$ cat src/rtl/riscv_ctrl_pkg.sv
// Shared encodings for the RV32I multicycle control unit.
// Latency: n/a (constants, types and one pure helper function).
// Backpressure: none.
// Contents: opcode constants, FSM state enum, ALU-op enum, datapath select codes.
package riscv_ctrl_pkg;

  // Opcodes the controller understands; anything else is illegal.
  localparam logic [6:0] OP_LOAD   = 7'b0000011;
  localparam logic [6:0] OP_STORE  = 7'b0100011;
  localparam logic [6:0] OP_RTYPE  = 7'b0110011;
  localparam logic [6:0] OP_ITYPE  = 7'b0010011;
  localparam logic [6:0] OP_BRANCH = 7'b1100011;
  localparam logic [6:0] OP_JAL    = 7'b1101111;

  typedef enum logic [3:0] {
    S_FETCH    = 4'd0,
    S_DECODE   = 4'd1,
    S_MEMADR   = 4'd2,
    S_MEMREAD  = 4'd3,
    S_MEMWB    = 4'd4,
    S_MEMWRITE = 4'd5,
    S_EXECUTER = 4'd6,
    S_EXECUTEI = 4'd7,
    S_ALUWB    = 4'd8,
    S_BEQ      = 4'd9,
    S_JAL      = 4'd10,
    S_HALT     = 4'd11
  } state_t;

  typedef enum logic [1:0] {
    ALUOP_ADD   = 2'b00,
    ALUOP_SUB   = 2'b01,
    ALUOP_FUNCT = 2'b10
  } alu_op_t;

  localparam logic       ADR_PC        = 1'b0;
  localparam logic       ADR_RESULT    = 1'b1;

  localparam logic [1:0] RES_ALUOUT    = 2'b00;
  localparam logic [1:0] RES_DATA      = 2'b01;
  localparam logic [1:0] RES_ALURESULT = 2'b10;

  localparam logic [1:0] SRCA_PC       = 2'b00;
  localparam logic [1:0] SRCA_OLDPC    = 2'b01;
  localparam logic [1:0] SRCA_REG      = 2'b10;

  localparam logic [1:0] SRCB_REG      = 2'b00;
  localparam logic [1:0] SRCB_IMM      = 2'b01;
  localparam logic [1:0] SRCB_FOUR     = 2'b10;

  localparam logic [1:0] IMM_I         = 2'b00;
  localparam logic [1:0] IMM_S         = 2'b01;
  localparam logic [1:0] IMM_B         = 2'b10;
  localparam logic [1:0] IMM_J         = 2'b11;

  localparam logic [2:0] ALU_ADD       = 3'b000;
  localparam logic [2:0] ALU_SUB       = 3'b001;
  localparam logic [2:0] ALU_AND       = 3'b010;
  localparam logic [2:0] ALU_OR        = 3'b011;
  localparam logic [2:0] ALU_SLT       = 3'b101;

  // Immediate format is a pure function of the opcode, independent of state.
  function automatic logic [1:0] imm_src_of(input logic [6:0] op);
    case (op)
      OP_STORE:  return IMM_S;
      OP_BRANCH: return IMM_B;
      OP_JAL:    return IMM_J;
      default:   return IMM_I;
    endcase
  endfunction

endpackage

$ cat src/rtl/alu_decoder.sv
// ALU decoder: maps the FSM's ALU request plus funct fields onto an ALU operation.
// Latency: purely combinational.
// Backpressure: none.
// Ports: alu_op (add/sub/funct request), funct3, funct7b5, op5 (op[5]) -> alu_control.
module alu_decoder
  import riscv_ctrl_pkg::*;
(
  input  alu_op_t    alu_op,
  input  logic [2:0] funct3,
  input  logic       funct7b5,
  input  logic       op5,
  output logic [2:0] alu_control
);

  always_comb begin
    alu_control = ALU_ADD;
    case (alu_op)
      ALUOP_ADD: alu_control = ALU_ADD;
      ALUOP_SUB: alu_control = ALU_SUB;
      ALUOP_FUNCT: begin
        case (funct3)
          // op5 separates R-type from I-type, so addi never becomes sub
          // even when its immediate happens to set bit 30.
          3'b000:  alu_control = (op5 & funct7b5) ? ALU_SUB : ALU_ADD;
          3'b010:  alu_control = ALU_SLT;
          3'b110:  alu_control = ALU_OR;
          3'b111:  alu_control = ALU_AND;
          default: alu_control = ALU_ADD;
        endcase
      end
      default: alu_control = ALU_ADD;
    endcase
  end

endmodule

$ cat src/rtl/multicycle_controller.sv
// Main control unit of the RV32I multicycle core: Moore FSM plus ALU decoder.
// Latency: outputs combinational from state (imm_src from op, pc_write also from zero).
// Backpressure: none; one state step per clk, synchronous active-high reset.
// Ports: clk, reset, op/funct3/funct7b5/zero in; datapath enables, mux selects,
//        alu_control, imm_src, illegal flag and state_dbg out.
module multicycle_controller
  import riscv_ctrl_pkg::*;
#(
  parameter logic ILLEGAL_HALT = 1'b1
) (
  input  logic       clk,
  input  logic       reset,
  input  logic [6:0] op,
  input  logic [2:0] funct3,
  input  logic       funct7b5,
  input  logic       zero,
  output logic       pc_write,
  output logic       adr_src,
  output logic       mem_write,
  output logic       ir_write,
  output logic [1:0] result_src,
  output logic [1:0] alu_src_a,
  output logic [1:0] alu_src_b,
  output logic [2:0] alu_control,
  output logic [1:0] imm_src,
  output logic       reg_write,
  output logic       illegal,
  output logic [3:0] state_dbg
);

  state_t  state;
  state_t  next_state;
  state_t  out_state;
  alu_op_t alu_op;
  logic    pc_update;
  logic    branch;
  logic    ir_en;
  logic    mem_en;
  logic    reg_en;
  logic    ill_raw;

  always_ff @(posedge clk) begin
    if (reset) state <= S_FETCH;
    else       state <= next_state;
  end

  always_comb begin
    // During reset the selects look like FETCH, whatever the register holds.
    out_state  = reset ? S_FETCH : state;
    next_state = state;
    adr_src    = ADR_PC;
    result_src = RES_ALUOUT;
    alu_src_a  = SRCA_PC;
    alu_src_b  = SRCB_REG;
    alu_op     = ALUOP_ADD;
    pc_update  = 1'b0;
    branch     = 1'b0;
    ir_en      = 1'b0;
    mem_en     = 1'b0;
    reg_en     = 1'b0;
    ill_raw    = 1'b0;
    case (out_state)
      S_FETCH: begin
        ir_en      = 1'b1;
        alu_src_b  = SRCB_FOUR;
        result_src = RES_ALURESULT;
        pc_update  = 1'b1;
        next_state = S_DECODE;
      end
      S_DECODE: begin
        alu_src_a = SRCA_OLDPC;
        alu_src_b = SRCB_IMM;
        case (op)
          OP_LOAD, OP_STORE: next_state = S_MEMADR;
          OP_RTYPE:          next_state = S_EXECUTER;
          OP_ITYPE:          next_state = S_EXECUTEI;
          OP_BRANCH:         next_state = S_BEQ;
          OP_JAL:            next_state = S_JAL;
          default: begin
            ill_raw    = 1'b1;
            next_state = ILLEGAL_HALT ? S_HALT : S_FETCH;
          end
        endcase
      end
      S_MEMADR: begin
        alu_src_a  = SRCA_REG;
        alu_src_b  = SRCB_IMM;
        next_state = op[5] ? S_MEMWRITE : S_MEMREAD;
      end
      S_MEMREAD: begin
        adr_src    = ADR_RESULT;
        next_state = S_MEMWB;
      end
      S_MEMWB: begin
        result_src = RES_DATA;
        reg_en     = 1'b1;
        next_state = S_FETCH;
      end
      S_MEMWRITE: begin
        adr_src    = ADR_RESULT;
        mem_en     = 1'b1;
        next_state = S_FETCH;
      end
      S_EXECUTER: begin
        alu_src_a  = SRCA_REG;
        alu_op     = ALUOP_FUNCT;
        next_state = S_ALUWB;
      end
      S_EXECUTEI: begin
        alu_src_a  = SRCA_REG;
        alu_src_b  = SRCB_IMM;
        alu_op     = ALUOP_FUNCT;
        next_state = S_ALUWB;
      end
      S_ALUWB: begin
        reg_en     = 1'b1;
        next_state = S_FETCH;
      end
      S_BEQ: begin
        alu_src_a  = SRCA_REG;
        alu_op     = ALUOP_SUB;
        branch     = 1'b1;
        next_state = S_FETCH;
      end
      S_JAL: begin
        alu_src_a  = SRCA_OLDPC;
        alu_src_b  = SRCB_FOUR;
        pc_update  = 1'b1;
        next_state = S_ALUWB;
      end
      S_HALT: begin
        ill_raw    = 1'b1;
        next_state = S_HALT;
      end
      default: next_state = S_FETCH;
    endcase
  end

  // Every enable is masked by reset so an abandoned instruction writes nothing.
  assign pc_write  = ~reset & (pc_update | (branch & zero));
  assign ir_write  = ~reset & ir_en;
  assign mem_write = ~reset & mem_en;
  assign reg_write = ~reset & reg_en;
  assign illegal   = ~reset & ill_raw;
  assign imm_src   = imm_src_of(op);
  assign state_dbg = state;

  alu_decoder u_alu_decoder (
    .alu_op      (alu_op),
    .funct3      (funct3),
    .funct7b5    (funct7b5),
    .op5         (op[5]),
    .alu_control (alu_control)
  );

endmodule

$ cat config.mk
export PLATFORM = sky130hd
export DESIGN_NAME = multicycle_controller
export DESIGN_NICKNAME = d
export VERILOG_FILES = /design/src/rtl/riscv_ctrl_pkg.sv /design/src/rtl/alu_decoder.sv /design/src/rtl/multicycle_controller.sv
export SDC_FILE = /design/constraint.sdc
export NUM_CORES = 1
export LEC_CHECK = 0
export BUFFER_PORTS_ARGS = -buffer_cell sky130_fd_sc_hd__buf_2
export CORE_MARGIN = 5
export CORE_UTILIZATION = 38
export DETAILED_ROUTE_END_ITERATION = 6
export PLACE_DENSITY_LB_ADDON = 0.1
export SETUP_SLACK_MARGIN = 0.1
export SKIP_LAST_GASP = 1
export SLEW_MARGIN = 30
export SYNTH_ARGS = -nofsm -noshare
export SYNTH_HDL_FRONTEND = slang
export SYNTH_SLANG_ARGS = --single-unit
$ cat constraint.sdc
create_clock -name clk -period 1.5 [get_ports clk]
set_input_delay 0.15 -clock clk [delete_from_list [all_inputs] [get_ports clk]]
set_output_delay 0.15 -clock clk [all_outputs]
set_load 0.01 [all_outputs]
==> reports/summary.md <==
* **status** finished with violations
* **share of Yosys cell area claimed by the top area cell type** 0.134
* **area delta synth->final** 75.7%
* **placed cell count** 138
* **Syn Inst Count** 85
* **yosys synthesis warning count** 0
* **worst reg2reg startpoint** state_dbg[1]$_SDFF_PP0_
* **critical path data required time** 1.35 ns
* **RSZ-0062 raised after global routing** true
* **leading cell types by total area after synthesis** dfxtp_1 13%, nor3_1 5.9%, nor2_1 5.7%, a21oi_1 5.0%, nor3b_1 5.0%
* **vias in the first global route** 776
* **number of buffers inserted by hold repair at cts** 0
* **Final Routed Wirelength** 2030 um
* **number of antenna violations at the first check in global routing** 0
* **setup-violating endpoint count in the final report** 7
* **data arrival time of the critical path** 1.49 ns
* **Die X-Extent** 49.6 um
* **library cells used by synthesis** 35
* **H-tree depth reported by CTS** 1
* **Worst slew margin** 0.801
* **class of the tightest hold or removal check** in -> reg
* **number of synthesized register bits** 4
* **antenna-violating nets left** 0
* **post-synthesis net count** 101
* **violations in the final reports** negative setup slack
* **final-report max-slew violation count** 0
* **fraction of final layout cells with drive strength greater than 1** 0.609
* **final routed DRC violation total** 0
* **Synth Area per Inst** 7.02 um2
* **overall track demand over capacity in global routing** 0.162
* **highest attainable clock frequency** 609 MHz
* **first-pass iteration count of the detailed router** 4
* **number of top-level pins** 35
* **final setup skew** 0.00117 ns
* **number of buffers created by CTS** 3
* **flip-flop count of the largest register after layout** 4
* **placed wire-length estimate** 1520 um
* **startpoint of the worst hold path** op[4]
* **most common library cell in the layout ignoring fill and taps** buf_2
* **Max VDD drop** 1.17 mV
* **final estimated routing congestion in global placement** 0.754
* **Layout fillers** 129
* **fin nets** 146
* **pin count of the biggest net entering global routing** 17
* **most frequent cells in the layout** 34 x buf_2, 10 x buf_4, 7 x nor2_1, 5 x nor3_1, 4 x a21oi_1
* **drt wl/cell** 14.1 um
* **# Max-Cap Violations** 0
* **crit-path max FO** 2
* **worst setup path category** reg -> out
* **number of I/O port buffers** 34
* **launching element type of the critical path** register
* **Starting Density** 0.396
* **clock transition at the registers of the reported paths** 0.04 ns
* **remaining global-route overflow** 0
* **biggest area consumer among synthesized cells** dfxtp_1
* **global-route wire length before repair** 3280 um
* **final antenna diode count** 0
* **number of cell instances on the worst register-to-register path** 4
* **cell at the root of the clock tree** clkbuf_4
* **die area** 2460 um2
* **Cell Rows** 14
* **hold violation count in the final report** 0
* **detailed router's first-iteration violation count** 15
* **setup ws final** -0.143 ns
* **vertical die dimension** 49.6 um
* **number of stages on the worst hold path** 2
* **fin crit period** 1.64 ns
* **post-synthesis cell area** 597 um2
* **power per standard cell area** 1630 nW/um2
* **leakage power** 0.480 nW
* **clock tree from TritonCTS** yes
* **DR vias** 803
* **actual transition at the worst max-transition pin** 0.296 ns
* **launch point of the worst path** state_dbg[0]$_SDFF_PP0_
* **number of buffers between clock root and the deepest sink** 2
* **sequential share of the synthesized area** 0.134
* **final cell count without fillers** 144
* **critical path capture point type** primary output
* **Core Box Area** 1510 um2
* **worst slack after detailed placement** -0.00359 ns
* **source-to-sink clock delay at the later pin of the worst-skew pair** 0.22 ns
* **final clock period utilization by the worst path** 1.10
* **clock sinks** 4
* **average vias per placed instance** 5.58
* **reg2reg setup slack** 0.29 ns
per-layer routing:
layer  track usage  part of all wire  vias up
met5             0                 0        -
met3        0.0241             0.037        2
met2         0.288              0.51       23
li1              -                 -      399
met1         0.203              0.45      379
met4        0.0349            0.0044        0
Yosys cell counts:
master	instances
or3b_1	1
and3b_1	1
a2111oi_2	1
ha_1	2
a21o_1	1
and2_1	1
nor3_1	7
o21ai_0	2
or3_1	1
mux2i_1	1
buf_2	4
o211a_1	1
a211oi_1	1
nand2_1	3
nor2b_1	4
a41o_1	1
nor4b_1	1
o22ai_1	1
o32ai_1	2
nor3b_1	4
xnor2_1	3
buf_4	1
nand3b_1	2
nand4b_1	2
clkbuf_1	1
nand2b_1	3
nor4_1	4
and3_1	1
o21bai_1	3
a21oi_1	6
nor2_1	9
dfxtp_1	4
buf_6	1
nand3_1	1
inv_1	4
stage by stage:
stage / utilization / total power, W / area, um2 / hold slack (ns) / TNS [ns]
2_1_floorplan: - / 0.000950 / 659 / 0.302 / 0
3_3_place_gp: 0.571 / 0.00124 / 860 / 0.457 / 0
3_5_place_dp: 0.571 / 0.00126 / 860 / 0.459 / -0.00359
4_1_cts: 0.669 / 0.00162 / 1010 / 0.221 / -0.664
5_1_grt: 0.696 / 0.00184 / 1050 / 0.239 / -1.30
6_report: 0.696 / 0.00171 / 1050 / 0.232 / -0.569
kinds of logic (layout without fill, tap and decap cells):
group           Yosys count  count (layout)  synth area share
compound gates           19              19             0.229
buf+inv                  11              54            0.0964
simple gates             45              45             0.438
fa+ha+maj                 2               2            0.0419
xor+xnor                  3               3            0.0440
mux                       1               1            0.0168
flops                     4               4             0.134
final cells by class:
cell class | count | area [um2] | area share
Tap cell | 16 | 20.0 | 0.0191
Sequential cell | 4 | 92.6 | 0.0883
Clock buffer | 3 | 22.5 | 0.0215
Inverter | 4 | 15.0 | 0.0143
Timing Repair Buffer | 47 | 283 | 0.270
Multi-Input combinational cell | 70 | 616 | 0.587
power by group:
part / internal, W / switching (W)
registers: 0.000177 / 0.0000894
logic: 0.000648 / 0.000673
clock network: 0.0000890 / 0.0000360
worst max-delay path, stage by stage, from the launching register on:
cell and delay (ns):
dfxtp_2 0.33, nor2b_4 0.15, and3_4 0.19, inv_2 0.05
ha_4 0.15, nor2b_1 0.12, o21ai_1 0.09, a21oi_2 0.06
buf_2 0.13
worst paths after layout:
check                       endpoint
min reg2reg  state_dbg[1]$_SDFF_PP0_
min          state_dbg[2]$_SDFF_PP0_
max reg2reg  state_dbg[0]$_SDFF_PP0_
max                   alu_control[0]
repair_timing:
item	CTS	global route
setup buffers	3	2
resized for setup	20	9
pin swaps	8	2
endpoints found under the setup margin	13	14
No activity file was read; power rests on OpenSTA's default activity.
